$ cat config.mk
export PLATFORM = sky130hd
export DESIGN_NAME = spu_exec_core
export DESIGN_NICKNAME = d
export VERILOG_FILES = /design/src/rtl/spu_pkg.sv /design/src/rtl/spu_cmd_fifo.sv /design/src/rtl/spu_exec_core.sv
export SDC_FILE = /design/constraint.sdc
export NUM_CORES = 1
export LEC_CHECK = 0
export CORE_MARGIN = 1.5
export CORE_UTILIZATION = 45
export DETAILED_ROUTE_END_ITERATION = 12
export SYNTH_ARGS = -nofsm -noshare
export SYNTH_HDL_FRONTEND = slang
export SYNTH_SLANG_ARGS = --single-unit
$ cat constraint.sdc
create_clock -name clk -period 4.69 [get_ports clk]
set_input_delay 0.938 -clock clk [delete_from_list [all_inputs] [get_ports clk]]
set_output_delay 0.938 -clock clk [all_outputs]
set_load 0.01 [all_outputs]
$ cat src/rtl/spu_pkg.sv
// Shared definitions for the SPU execution core: opcodes, Nyaya lane encoding,
// FSM states and the four-valued lane operators.
package spu_pkg;

    localparam int OP_W = 3;

    localparam logic [OP_W-1:0] OP_NY_AND = 3'd0;
    localparam logic [OP_W-1:0] OP_NY_OR  = 3'd1;
    localparam logic [OP_W-1:0] OP_NY_NOT = 3'd2;
    localparam logic [OP_W-1:0] OP_ADD    = 3'd3;
    localparam logic [OP_W-1:0] OP_MUL    = 3'd4;

    localparam logic [1:0] NY_F = 2'b00;
    localparam logic [1:0] NY_T = 2'b01;
    localparam logic [1:0] NY_B = 2'b10;
    localparam logic [1:0] NY_N = 2'b11;

    typedef enum logic [1:0] {
        S_IDLE = 2'd0,
        S_EXEC = 2'd1,
        S_RESP = 2'd2
    } state_t;

    // F absorbs, T is the identity; the two middle values meet at F.
    function automatic logic [1:0] ny_and(input logic [1:0] x, input logic [1:0] y);
        if (x == NY_F || y == NY_F) return NY_F;
        if (x == NY_T) return y;
        if (y == NY_T) return x;
        if (x == y) return x;
        return NY_F;
    endfunction

    // T absorbs, F is the identity; the two middle values join at T.
    function automatic logic [1:0] ny_or(input logic [1:0] x, input logic [1:0] y);
        if (x == NY_T || y == NY_T) return NY_T;
        if (x == NY_F) return y;
        if (y == NY_F) return x;
        if (x == y) return x;
        return NY_T;
    endfunction

    function automatic logic [1:0] ny_not(input logic [1:0] x);
        if (x == NY_T) return NY_F;
        if (x == NY_F) return NY_T;
        return x;
    endfunction

endpackage

$ cat src/rtl/spu_cmd_fifo.sv
// Command queue for the SPU core: show-ahead FIFO with registered occupancy.
// Full blocks pushes regardless of a same-cycle pop.
module spu_cmd_fifo
    import spu_pkg::*;
#(
    parameter int ENTRY_W = 8,
    parameter int DEPTH   = 4,
    localparam int AW     = $clog2(DEPTH),
    localparam int CW     = AW + 1
) (
    input  logic               clk,
    input  logic               rst_n,
    input  logic               i_push,
    input  logic [ENTRY_W-1:0] i_wdata,
    input  logic               i_pop,
    output logic [ENTRY_W-1:0] o_rdata,
    output logic [CW-1:0]      o_count,
    output logic               o_empty,
    output logic               o_full
);

    logic [ENTRY_W-1:0] r_mem [DEPTH];
    logic [AW-1:0]      r_wr_ptr;
    logic [AW-1:0]      r_rd_ptr;
    logic [CW-1:0]      r_count;
    logic               w_push;
    logic               w_pop;

    assign o_full  = (r_count == CW'(DEPTH));
    assign o_empty = (r_count == '0);
    assign w_push  = i_push & ~o_full;
    assign w_pop   = i_pop & ~o_empty;
    assign o_count = r_count;
    assign o_rdata = r_mem[r_rd_ptr];

    always_ff @(posedge clk or negedge rst_n) begin
        if (!rst_n) begin
            r_wr_ptr <= '0;
            r_rd_ptr <= '0;
            r_count  <= '0;
        end else begin
            if (w_push) r_wr_ptr <= r_wr_ptr + AW'(1);
            if (w_pop)  r_rd_ptr <= r_rd_ptr + AW'(1);
            case ({w_push, w_pop})
                2'b10:   r_count <= r_count + CW'(1);
                2'b01:   r_count <= r_count - CW'(1);
                default: r_count <= r_count;
            endcase
        end
    end

    // Storage carries no reset so it can map onto distributed RAM.
    always_ff @(posedge clk) begin
        if (w_push) r_mem[r_wr_ptr] <= i_wdata;
    end

endmodule

$ cat src/rtl/spu_exec_core.sv
// SPU execution core: queued tagged commands, Nyaya lane logic / add in one
// cycle, shift-add multiply over WIDTH cycles, tagged responses with backpressure.
module spu_exec_core
    import spu_pkg::*;
#(
    parameter int WIDTH = 16,
    parameter int DEPTH = 4,
    parameter int TAG_W = 4
) (
    input  logic                   clk,
    input  logic                   rst_n,
    input  logic                   cmd_valid,
    output logic                   cmd_ready,
    input  logic [2:0]             cmd_op,
    input  logic [WIDTH-1:0]       cmd_a,
    input  logic [WIDTH-1:0]       cmd_b,
    input  logic [TAG_W-1:0]       cmd_tag,
    output logic                   rsp_valid,
    input  logic                   rsp_ready,
    output logic [2*WIDTH-1:0]     rsp_data,
    output logic [TAG_W-1:0]       rsp_tag,
    output logic                   rsp_loop,
    output logic                   rsp_err,
    output logic [$clog2(DEPTH):0] fifo_count,
    output logic                   busy,
    output logic [15:0]            loop_count
);

    localparam int LANES   = WIDTH / 2;
    localparam int ENTRY_W = OP_W + 2 * WIDTH + TAG_W;
    localparam int CNT_W   = $clog2(WIDTH);

    state_t             r_state;
    state_t             w_state_next;

    logic [ENTRY_W-1:0] w_head;
    logic [OP_W-1:0]    w_head_op;
    logic [WIDTH-1:0]   w_head_a;
    logic [WIDTH-1:0]   w_head_b;
    logic [TAG_W-1:0]   w_head_tag;
    logic               w_empty;
    logic               w_full;
    logic               w_pop;
    logic               w_dispatch;
    logic               w_load_single;
    logic               w_load_mul;
    logic               w_step;

    logic [WIDTH-1:0]   w_and;
    logic [WIDTH-1:0]   w_or;
    logic [WIDTH-1:0]   w_not;
    logic [LANES-1:0]   w_and_b;
    logic [LANES-1:0]   w_or_b;
    logic [LANES-1:0]   w_not_b;

    logic [2*WIDTH-1:0] w_single_data;
    logic               w_single_loop;
    logic               w_single_err;

    logic [WIDTH-1:0]   r_mcand;
    logic [WIDTH-1:0]   r_hi;
    logic [WIDTH-1:0]   r_lo;
    logic [CNT_W-1:0]   r_cnt;
    logic [WIDTH:0]     w_mul_sum;
    logic [2*WIDTH-1:0] w_mul_next;
    logic               w_mul_last;

    logic [2*WIDTH-1:0] r_rsp_data;
    logic [TAG_W-1:0]   r_rsp_tag;
    logic               r_rsp_loop;
    logic               r_rsp_err;
    logic [15:0]        r_loop_cnt;

    spu_cmd_fifo #(
        .ENTRY_W (ENTRY_W),
        .DEPTH   (DEPTH)
    ) u_fifo (
        .clk     (clk),
        .rst_n   (rst_n),
        .i_push  (cmd_valid),
        .i_wdata ({cmd_op, cmd_a, cmd_b, cmd_tag}),
        .i_pop   (w_pop),
        .o_rdata (w_head),
        .o_count (fifo_count),
        .o_empty (w_empty),
        .o_full  (w_full)
    );

    assign cmd_ready  = ~w_full;
    assign w_head_op  = w_head[ENTRY_W-1 -: OP_W];
    assign w_head_a   = w_head[TAG_W+WIDTH +: WIDTH];
    assign w_head_b   = w_head[TAG_W +: WIDTH];
    assign w_head_tag = w_head[TAG_W-1:0];

    genvar gi;
    generate
        for (gi = 0; gi < LANES; gi++) begin : g_lane
            assign w_and[2*gi +: 2] = ny_and(w_head_a[2*gi +: 2], w_head_b[2*gi +: 2]);
            assign w_or[2*gi +: 2]  = ny_or(w_head_a[2*gi +: 2], w_head_b[2*gi +: 2]);
            assign w_not[2*gi +: 2] = ny_not(w_head_a[2*gi +: 2]);
            assign w_and_b[gi]      = (w_and[2*gi +: 2] == NY_B);
            assign w_or_b[gi]       = (w_or[2*gi +: 2] == NY_B);
            assign w_not_b[gi]      = (w_not[2*gi +: 2] == NY_B);
        end
    endgenerate

    always_comb begin
        w_single_data = '0;
        w_single_loop = 1'b0;
        w_single_err  = 1'b0;
        case (w_head_op)
            OP_NY_AND: begin
                w_single_data = {{WIDTH{1'b0}}, w_and};
                w_single_loop = |w_and_b;
            end
            OP_NY_OR: begin
                w_single_data = {{WIDTH{1'b0}}, w_or};
                w_single_loop = |w_or_b;
            end
            OP_NY_NOT: begin
                w_single_data = {{WIDTH{1'b0}}, w_not};
                w_single_loop = |w_not_b;
            end
            OP_ADD:  w_single_data = {{(WIDTH-1){1'b0}}, {1'b0, w_head_a} + {1'b0, w_head_b}};
            OP_MUL:  w_single_err = 1'b0;
            default: w_single_err = 1'b1;
        endcase
    end

    // One shift-add step: conditionally add the multiplicand into the high
    // half, then shift the {carry, hi, lo} product right by one.
    assign w_mul_sum  = {1'b0, r_hi} + (r_lo[0] ? {1'b0, r_mcand} : {(WIDTH+1){1'b0}});
    assign w_mul_next = {w_mul_sum, r_lo[WIDTH-1:1]};
    assign w_mul_last = (r_cnt == CNT_W'(WIDTH - 1));

    assign w_dispatch = (r_state == S_IDLE) || ((r_state == S_RESP) && rsp_ready);

    always_ff @(posedge clk or negedge rst_n) begin
        if (!rst_n) r_state <= S_IDLE;
        else        r_state <= w_state_next;
    end

    always_comb begin
        w_state_next  = r_state;
        w_pop         = 1'b0;
        w_load_single = 1'b0;
        w_load_mul    = 1'b0;
        w_step        = 1'b0;
        if (r_state == S_EXEC) begin
            w_step = 1'b1;
            if (w_mul_last) w_state_next = S_RESP;
        end else if (w_dispatch) begin
            if (!w_empty) begin
                w_pop = 1'b1;
                if (w_head_op == OP_MUL) begin
                    w_load_mul   = 1'b1;
                    w_state_next = S_EXEC;
                end else begin
                    w_load_single = 1'b1;
                    w_state_next  = S_RESP;
                end
            end else begin
                w_state_next = S_IDLE;
            end
        end
    end

    always_ff @(posedge clk or negedge rst_n) begin
        if (!rst_n) begin
            r_mcand    <= '0;
            r_hi       <= '0;
            r_lo       <= '0;
            r_cnt      <= '0;
            r_rsp_data <= '0;
            r_rsp_tag  <= '0;
            r_rsp_loop <= 1'b0;
            r_rsp_err  <= 1'b0;
        end else begin
            if (w_load_single) begin
                r_rsp_data <= w_single_data;
                r_rsp_tag  <= w_head_tag;
                r_rsp_loop <= w_single_loop;
                r_rsp_err  <= w_single_err;
            end
            if (w_load_mul) begin
                r_mcand    <= w_head_a;
                r_hi       <= '0;
                r_lo       <= w_head_b;
                r_cnt      <= '0;
                r_rsp_tag  <= w_head_tag;
                r_rsp_loop <= 1'b0;
                r_rsp_err  <= 1'b0;
            end
            if (w_step) begin
                r_hi  <= w_mul_next[2*WIDTH-1:WIDTH];
                r_lo  <= w_mul_next[WIDTH-1:0];
                r_cnt <= r_cnt + CNT_W'(1);
                if (w_mul_last) r_rsp_data <= w_mul_next;
            end
        end
    end

    always_ff @(posedge clk or negedge rst_n) begin
        if (!rst_n) begin
            r_loop_cnt <= '0;
        end else if (rsp_valid && rsp_ready && r_rsp_loop && (r_loop_cnt != 16'hFFFF)) begin
            r_loop_cnt <= r_loop_cnt + 16'd1;
        end
    end

    assign rsp_valid  = (r_state == S_RESP);
    assign rsp_data   = r_rsp_data;
    assign rsp_tag    = r_rsp_tag;
    assign rsp_loop   = r_rsp_loop;
    assign rsp_err    = r_rsp_err;
    assign busy       = (r_state != S_IDLE) || !w_empty;
    assign loop_count = r_loop_cnt;

endmodule

==> impl_metrics.json, run 1 <==
{
  "status": "finished with violations",
  "failed_checks": "design-rule violations",
  "area_growth_pct": 16.5,
  "cp.arrival_ns": 4.61,
  "fmax_mhz": 239,
  "r2r_slack_ns": 0.51,
  "hpwl_um": 23700,
  "timing.max_cap.violations": 0,
  "ir_drop_mv": 0.317,
  "layout_commonest_cell": "edfxtp_1",
  "final_cell_mix": "edfxtp_1, nand2_1, dfrtp_1",
  "power.total_uw": 6680,
  "synthDistinctLibCells": 76,
  "hold_path_class": "input port to asynchronous set/reset pin",
  "hold_viol_final": 0,
  "whs_ns": 0.459,
  "synth_seq_cells": 271,
  "cp-endpoint": "rsp_data[16]",
  "postCtsHoldBufs": 0,
  "netlist_area_um2": 14100,
  "gr-max-usage-layer": "met2",
  "tightest_slew_ns": 1.05,
  "die_x_um": 180,
  "clockBufferDepth": 3,
  "rows": 64,
  "io_buffer_count": 102,
  "slew_headroom_pct": 30.3,
  "numCtsBuffers": 29,
  "use_met1_pct": 29.8,
  "fin_crit_ns": 4.18,
  "preCtsSetupSlack_ns": 0.517,
  "clk_pin_slew_ns": 0.06,
  "h-tree-depth": 1,
  "die_area_um2": 32500,
  "drt_iter0_markers": 825,
  "grt_pass1_vias": 9537,
  "p_per_area_nw_per_um2": 406,
  "postSynthAreaPerCell_um2": 11.6,
  "critPathKind": "flip-flop to flip-flop",
  "finalNetCount": 1428,
  "p_leak_uw": 0.00642,
  "drt_wl_total_um": 33300,
  "reg2regPathDepth": 10,
  "diodes": 0,
  "place_congestion": 0.934,
  "die_h_um": 180,
  "clock_skew_ns": 0.0179,
  "cp-start-kind": "flip-flop",
  "post_cts_buffers": 0,
  "synthCells": 1215,
  "via_per_inst": 5.75,
  "tns_ns": 0,
  "synth_warnings": 0,
  "grt_pass1_wl_um": 53000,
  "vias": 9993,
  "cts_tree": "yes",
  "ys_seq_area_share_pct": 53.5,
  "clk_latency_ns": 0.55,
  "antenna_found_initial": 0,
  "fillers": 2685,
  "synth.net_count": 1324,
  "grt_max_degree": 59,
  "core_um2": 30700,
  "endpoint_kind": "flip-flop",
  "layout-drive-gt1-share_pct": 9.46,
  "setup_viol": 0,
  "fin_util_pct": 53.6,
  "report.final.slew_viol_count": 0,
  "startpoint": "u_fifo.r_rd_ptr[0]",
  "synth_edf_count": 156,
  "worstPathRequired_ns": 5.12,
  "routedWlPerCell_um": 19.2,
  "clock-sinks": 271,
  "finalWorstSetupSlack_ns": 0.506,
  "root_buffer": "clkbuf_16",
  "grt_overflow": 0,
  "drc": 4,
  "drt_first_pass_iters": 11,
  "pin_count": 103,
  "cts_resized": 0,
  "synth_flop_cell": "edfxtp_1",
  "track_usage_pct": 20.5,
  "crit_fanout": 26,
  "grtUsageMet2_pct": 31.2,
  "grt_util_met3_pct": 2.59,
  "r2r-start": "u_fifo.r_rd_ptr[0]",
  "async_reset_ff_share_pct": 42.4,
  "grt_setup_unrepaired": "no",
  "rr_endpoint": "rsp_data[16]",
  "drtAntennaViolNets": 0,
  "period_share_pct": 89.2,
  "start_util_pct": 46.0
}
-- worst min-delay path by stage --
| stage | slack, ns | end | cells after the start | start |
|---|---|---|---|---|
| 2_1_floorplan | 0.44 | r_mcand[15] | 2 | r_mcand[15] |
| 3_3_place_gp | 0.45 | r_mcand[5] | 2 | r_mcand[5] |
| 3_5_place_dp | 0.46 | r_mcand[7] | 2 | r_mcand[7] |
| 4_1_cts | 0.47 | loop_count[6] | 1 | rst_n |
| 5_1_grt | 0.50 | r_mcand[10] | 2 | r_mcand[10] |
| 6_report | 0.46 | loop_count[6] | 1 | rst_n |
-- Yosys cell counts (15+ instances only) --
cell type / number / share of area (%)
o21ai_0: 86 / 3.0
nand2b_1: 17 / 0.75
xor2_1: 15 / 0.93
clkbuf_1: 27 / 0.72
nor2b_1: 15 / 0.66
mux4_2: 31 / 4.9
nand3_1: 46 / 1.6
inv_1: 41 / 1.1
nor3_1: 20 / 0.71
xnor2_1: 25 / 1.5
nor2_1: 95 / 2.5
a22oi_1: 16 / 0.85
edfxtp_1: 156 / 33
and2_1: 19 / 0.84
a21oi_1: 48 / 1.7
nand2_1: 136 / 3.6
ha_1: 63 / 5.6
dfrtp_1: 115 / 20
-- flip-flops by register name, indices dropped and copies added (netlist names) --
signal / flops
u_fifo.o_count: 3
r_lo: 16
u_fifo.r_mem: 156
u_fifo.r_wr_ptr: 2
r_cnt: 4
loop_count: 16
r_state: 2
u_fifo.r_rd_ptr: 2
rsp_err: 1
rsp_tag: 4
rsp_loop: 1
r_mcand: 16
rsp_data: 32
r_hi: 16
-- metrics by stage --
stage | cells | cell area (µm²)
after floorplan | 1215 | 14100
after global placement | 1684 | 15500
after detailed placement | 1684 | 15500
after CTS | 1738 | 16500
after global routing | 1738 | 16500
final | 1738 | 16500
-- kinds of logic after synthesis --
kind of cell	Yosys count	share of synthesized area [%]
xor gates and xnor gates	40	2.48
buffers and inverters	93	3.22
AOI/OAI and AO/OA	270	12.5
adders and majority gates	66	6.00
DFF	271	53.5
muxes	58	8.16
and+or+nand+nor	417	14.1
-- cell type report --
type / count / area [µm²] / area share [%]
multi-input combinational: 851 / 6130 / 37.2
sequential: 271 / 7560 / 45.9
inverter: 45 / 171 / 1.04
timing repair buffer: 121 / 1160 / 7.05
clock buffer: 31 / 733 / 4.45
clock inverter: 23 / 213 / 1.29
tap: 396 / 495 / 3.01
-- report_power, final --
group          leakage, µW  switching, µW  internal [µW]  total (µW)
combinational      0.00330            909            556        1460
clock             0.000463            933           1340        2280
sequential         0.00266           87.2           2850        2940
-- critical path: stages, from the launching register on --
cell and delay, ns:
dfrtp_2 0.84, buf_4 0.33, mux4_1 0.64, ha_1 0.25, or3_1 0.32, nor3_1 0.36, o31ai_1 0.17, a2111oi_0 0.70
nor3b_1 0.16, nor3_1 0.17, o21ai_0 0.11
-- layer usage --
layer	part of all wire [%]	vias to the layer above
met4	4.0	0
met2	44	296
li1	-	4761
met5	0	-
met1	47	4857
met3	5.2	79
Note: power is estimated with default switching activity, not from simulation.
==> run 2: changes to the inputs <==
- DONT_BUFFER_PORTS: not set -> 1
==> run 2 against run 1 <==
  * Critical path depth up 1
  * The run still ends with design-rule violations left
  * Highest routed layer unchanged
  * Clock skew fell by 0.0089 ns
  * Sequential share of layout area increased by 2.6 points
  * Critical path type unchanged
==> impl_metrics.json, run 2 (synthesized netlist as in run 1, its figures left out) <==
{
  "diodes": 0,
  "slew_headroom_pct": 28.3,
  "drt_wl_total_um": 33300,
  "crit_fanout": 18,
  "critPathKind": "flip-flop to flip-flop",
  "cp-start-kind": "flip-flop",
  "layout_commonest_cell": "edfxtp_1",
  "start_util_pct": 46.0,
  "largest-register": "u_fifo.r_mem",
  "p_leak_uw": 0.00609,
  "hpwl_um": 23900,
  "track_usage_pct": 20.6,
  "cp.arrival_ns": 4.35,
  "layout-drive-gt1-share_pct": 10.6,
  "clockBufferDepth": 3,
  "clk_latency_ns": 0.56,
  "clk_pin_slew_ns": 0.06,
  "fin_crit_ns": 3.94,
  "drt-met1-wl_um": 15500,
  "pin_count": 103,
  "io_buffer_count": 0,
  "routed-wl-met3_um": 2230,
  "p_per_area_nw_per_um2": 440,
  "rows": 64,
  "grt_overflow": 0,
  "place_congestion": 0.917,
  "hold_path_class": "input port to asynchronous set/reset pin",
  "startpoint": "u_fifo.r_rd_ptr[0]",
  "drt_iter0_markers": 607,
  "routedWlPerCell_um": 20.3,
  "post_cts_buffers": 0,
  "slowest_delay_ns": 0.73,
  "tns_ns": 0,
  "clock-sinks": 271,
  "cts_tree": "yes",
  "dr_wl_met2_um": 14900,
  "fmax_mhz": 254,
  "reg2regPathDepth": 11,
  "crit_cells": 11,
  "rr_endpoint": "rsp_loop",
  "status": "finished with violations",
  "die_area_um2": 32500,
  "cts_resized": 0,
  "vias": 9512,
  "finalNetCount": 1328,
  "die_x_um": 180,
  "drt_first_pass_iters": 11,
  "ir_drop_mv": 0.331,
  "hold_viol_final": 0,
  "cp-endpoint": "rsp_loop",
  "core_um2": 30700,
  "drtAntennaViolNets": 0,
  "failed_checks": "design-rule violations",
  "grt_pass1_wl_um": 53300,
  "setup_viol": 0,
  "crit_chain": "buf_4, mux4_1, ha_1, nor3_1, a22oi_1, o21a_1, o211ai_1, o41ai_1, or4_1, nand3_1, o211ai_1",
  "tightest_slew_ns": 1.08,
  "root_buffer": "clkbuf_16",
  "period_share_pct": 83.9,
  "r2r-start": "u_fifo.r_rd_ptr[0]",
  "numCtsBuffers": 30,
  "timing.max_cap.violations": 0,
  "h-tree-depth": 1,
  "worstPathRequired_ns": 5.11,
  "whs_ns": 0.0698,
  "grt_setup_unrepaired": "no",
  "drc": 6,
  "via_per_inst": 5.80,
  "slowest_stage": "mux4_1",
  "critPathTopFamily": "simple AND/OR/NAND/NOR gates",
  "endpoint_kind": "flip-flop",
  "report.final.slew_viol_count": 0,
  "r2r_slack_ns": 0.75,
  "postCtsHoldBufs": 0,
  "grt_max_degree": 116,
  "fillers": 2712,
  "largest_reg_flops": 156,
  "clock_skew_ns": 0.00899,
  "finalNonFillerCells": 1639,
  "path_buf_inv": 1,
  "crit_top_cell": "o211ai_1",
  "antenna_found_initial": 0,
  "final_cell_mix": "edfxtp_1, nand2_1, dfrtp_1",
  "topRoutingLayerUsed": "met4",
  "area_growth_pct": 10.2,
  "grt_pass1_vias": 9345,
  "dp_cells": 1583,
  "die_h_um": 180
}
## run 2: cell types whose count changed in the layout (fill, tap and decap cells not counted), sizes merged
cell	before	now
clkbuf	31	32
clkdlybuf4s50	101	0
clkinv	19	17
bufinv	4	7
## run 2: layout make-up
| class | count | area, µm² | area share, % |
|---|---|---|---|
| clock buffer | 32 | 758 | 4.87 |
| tap | 396 | 495 | 3.18 |
| timing repair buffer | 20 | 150 | 0.963 |
| sequential | 271 | 7560 | 48.5 |
| multi-input combinational | 851 | 6130 | 39.3 |
| clock inverter | 24 | 312 | 2.00 |
| inverter | 45 | 171 | 1.10 |
## run 2: where the power goes
group,switching (µW),internal (µW),total (µW)
clock,974,1550,2530
sequential,103,2850,2960
combinational,867,502,1370
## run 2: how the worst min path moves through the flow
stage | start | to | slack (ns) | cells after the start
finish | rst_n | loop_count[9] | 0.07 | 0
global route | rst_n | loop_count[7] | 0.04 | 0
CTS | rst_n | r_lo[0] | 0.04 | 0
detailed placement | r_mcand[6] | r_mcand[6] | 0.47 | 2
global placement | r_mcand[6] | r_mcand[6] | 0.45 | 2
floorplan | r_mcand[15] | r_mcand[15] | 0.44 | 2
## run 2: through the flow
step	setup WS [ns]	util, %	instance area, µm²	total power (µW)
after CTS	0.810	50.7	15600	6900
after global routing	0.467	50.7	15600	7180
after global placement	0.877	47.2	14500	4350
after detailed placement	0.830	47.2	14500	4360
final	0.753	50.7	15600	6850
after floorplan	1.15	-	14100	3970
## run 2: layer usage
layer | track usage (%) | vias to the layer above
met5 | 0 | -
met4 | 5.11 | 0
met2 | 32.2 | 263
li1 | - | 4549
met3 | 4.02 | 46
met1 | 29.6 | 4654
==> run 3: changes to the inputs <==
- clock period: 4.69 -> 3.8 ns (I/O delays scaled with it)
==> run 3 against run 2 <==
  * The flow still finishes with violations (design-rule violations)
  * Final cell count is 0.92% higher
  * Utilization is 0.61 points higher
  * Combinational power is 29% higher
  * Critical endpoint unchanged
  * Clock power is 23% higher
  * Sequential share of layout area is 0.56 points lower
  * Sequential power is 23% higher
  * Die area stayed put
==> impl_metrics.json, run 3 (synthesized netlist as in run 1, its figures left out) <==
{
  "core_um2": 30700,
  "status": "finished with violations",
  "drt_first_pass_iters": 9,
  "clockBufferDepth": 3,
  "rows": 64,
  "drt_iter0_markers": 944,
  "crit_chain": "buf_12, buf_4, mux4_2, ha_1, nor2_1, and3_1, o311ai_1, buf_4, o22ai_1, a211oi_1, o2bb2ai_1, o211ai_1",
  "timing.max_cap.violations": 0,
  "rr_endpoint": "rsp_loop",
  "slew_headroom_pct": 29.2,
  "critPathKind": "flip-flop to flip-flop",
  "r2r_slack_ns": 0.21,
  "cp-endpoint": "rsp_loop",
  "largest_reg_flops": 156,
  "report.final.slew_viol_count": 0,
  "finalNetCount": 1343,
  "place_congestion": 0.965,
  "die_x_um": 180,
  "worstPathRequired_ns": 4.24,
  "endpoint_kind": "flip-flop",
  "tightest_slew_ns": 1.06,
  "root_buffer": "clkbuf_16",
  "slowest_stage": "mux4_2",
  "p_per_area_nw_per_um2": 541,
  "hold_viol_final": 0,
  "h-tree-depth": 1,
  "preCtsSetupSlack_ns": 0.101,
  "fin_crit_ns": 3.59,
  "via_per_inst": 5.80,
  "clk_pin_slew_ns": 0.06,
  "final_cell_mix": "edfxtp_1, nand2_1, dfrtp_1",
  "clk_latency_ns": 0.57,
  "p_clk_share_pct": 36.5,
  "clock-sinks": 271,
  "vias": 9599,
  "layout_commonest_cell": "edfxtp_1",
  "crit_top_cell": "buf_4",
  "startpoint": "u_fifo.r_rd_ptr[0]",
  "internal-power_uw": 6090,
  "cts_tree": "yes",
  "antenna_found_initial": 0,
  "drtAntennaViolNets": 0,
  "cp-start-kind": "flip-flop",
  "hold_path_class": "input port to asynchronous set/reset pin",
  "cp.arrival_ns": 4.04,
  "r2r-start": "u_fifo.r_rd_ptr[0]",
  "p_leak_uw": 0.00619,
  "area_growth_pct": 11.5,
  "post_cts_buffers": 0,
  "drc": 6,
  "swShare_pct": 28.5,
  "clock_skew_ns": 0.0180,
  "grt_max_degree": 116,
  "largest-register": "u_fifo.r_mem",
  "start_util_pct": 46.0,
  "drt_wl_total_um": 33500,
  "slowest_delay_ns": 0.58,
  "power.total_uw": 8530,
  "numCtsBuffers": 30,
  "die_area_um2": 32500,
  "multi_input_area_um2": 6150,
  "ir_drop_mv": 0.340,
  "track_usage_pct": 20.6,
  "setup_viol": 0,
  "crit_fanout": 21,
  "die_h_um": 180,
  "pin_count": 103,
  "regArea_um2": 7570,
  "comb_power_share_pct": 20.8,
  "finalWorstSetupSlack_ns": 0.205,
  "grt_overflow": 0,
  "io_buffer_count": 0,
  "critPathTopFamily": "compound AO/OA/AOI/OAI gates",
  "grt_pass1_vias": 9283,
  "reg2regPathDepth": 12,
  "layout-drive-gt1-share_pct": 11.9,
  "period_share_pct": 94.6,
  "crit_cells": 12,
  "hpwl_um": 24000,
  "p_seq_share_pct": 42.7,
  "diodes": 0,
  "path_buf_inv": 3,
  "fin_util_pct": 51.3,
  "tns_ns": 0,
  "fmax_mhz": 278,
  "power.switching_uw": 2430,
  "whs_ns": 0.156,
  "failed_checks": "design-rule violations",
  "fillers": 2668,
  "grt_pass1_wl_um": 53400,
  "routedWlPerCell_um": 20.2
}
run 3: cell count changes in the layout (fill, tap and decap cells not counted), sizes merged:
cell,change
buf,+15
run 3: metrics by stage:
step / cell area, µm² / instances
detailed placement: 14700 / 1597
finish: 15800 / 1654
floorplan: 14100 / 1215
CTS: 15800 / 1654
global route: 15800 / 1654
global placement: 14700 / 1597
run 3: per-layer routing:
layer,vias up,GRT usage [%],wire length (µm)
met5,-,0,0
li1,4580,-,-
met4,0,5.95,806
met3,44,4.00,2190
met1,4697,29.6,15600
met2,278,31.9,14900
run 3: how the worst min path moves through the flow:
stage                 from            end  slack (ns)
6_report             rst_n  loop_count[7]        0.16
3_5_place_dp    r_mcand[5]     r_mcand[5]        0.46
2_1_floorplan  r_mcand[15]    r_mcand[15]        0.44
3_3_place_gp    r_mcand[6]     r_mcand[6]        0.45
4_1_cts              rst_n  loop_count[8]        0.17
5_1_grt              rst_n  loop_count[7]        0.17
run 3: final cells by class:
cell class              count  area share [%]
clock inverters            24            1.95
multi-input cells         851            39.0
inverters                  45            1.09
flip-flops and latches    271            48.0
clock buffers              32            4.81
well taps                 396            3.14
repair buffers             35            2.03
run 3: timing repair:
action / 4_1_cts / 5_1_grt
hold buffers: 1 / 0
gates resized for setup: 0 / 5
hold endpoints to repair: 115 / 0
setup endpoints to repair: 0 / 7
run 3: power by group through the flow:
stage               Clock [µW]  Combinational [µW]  Sequential [µW]
floorplan                    0                1230             3660
global placement             0                1690             3700
detailed placement           0                1710             3700
CTS                       3180                1750             3650
global route              3300                1940             3670
finish                    3110                1770             3650
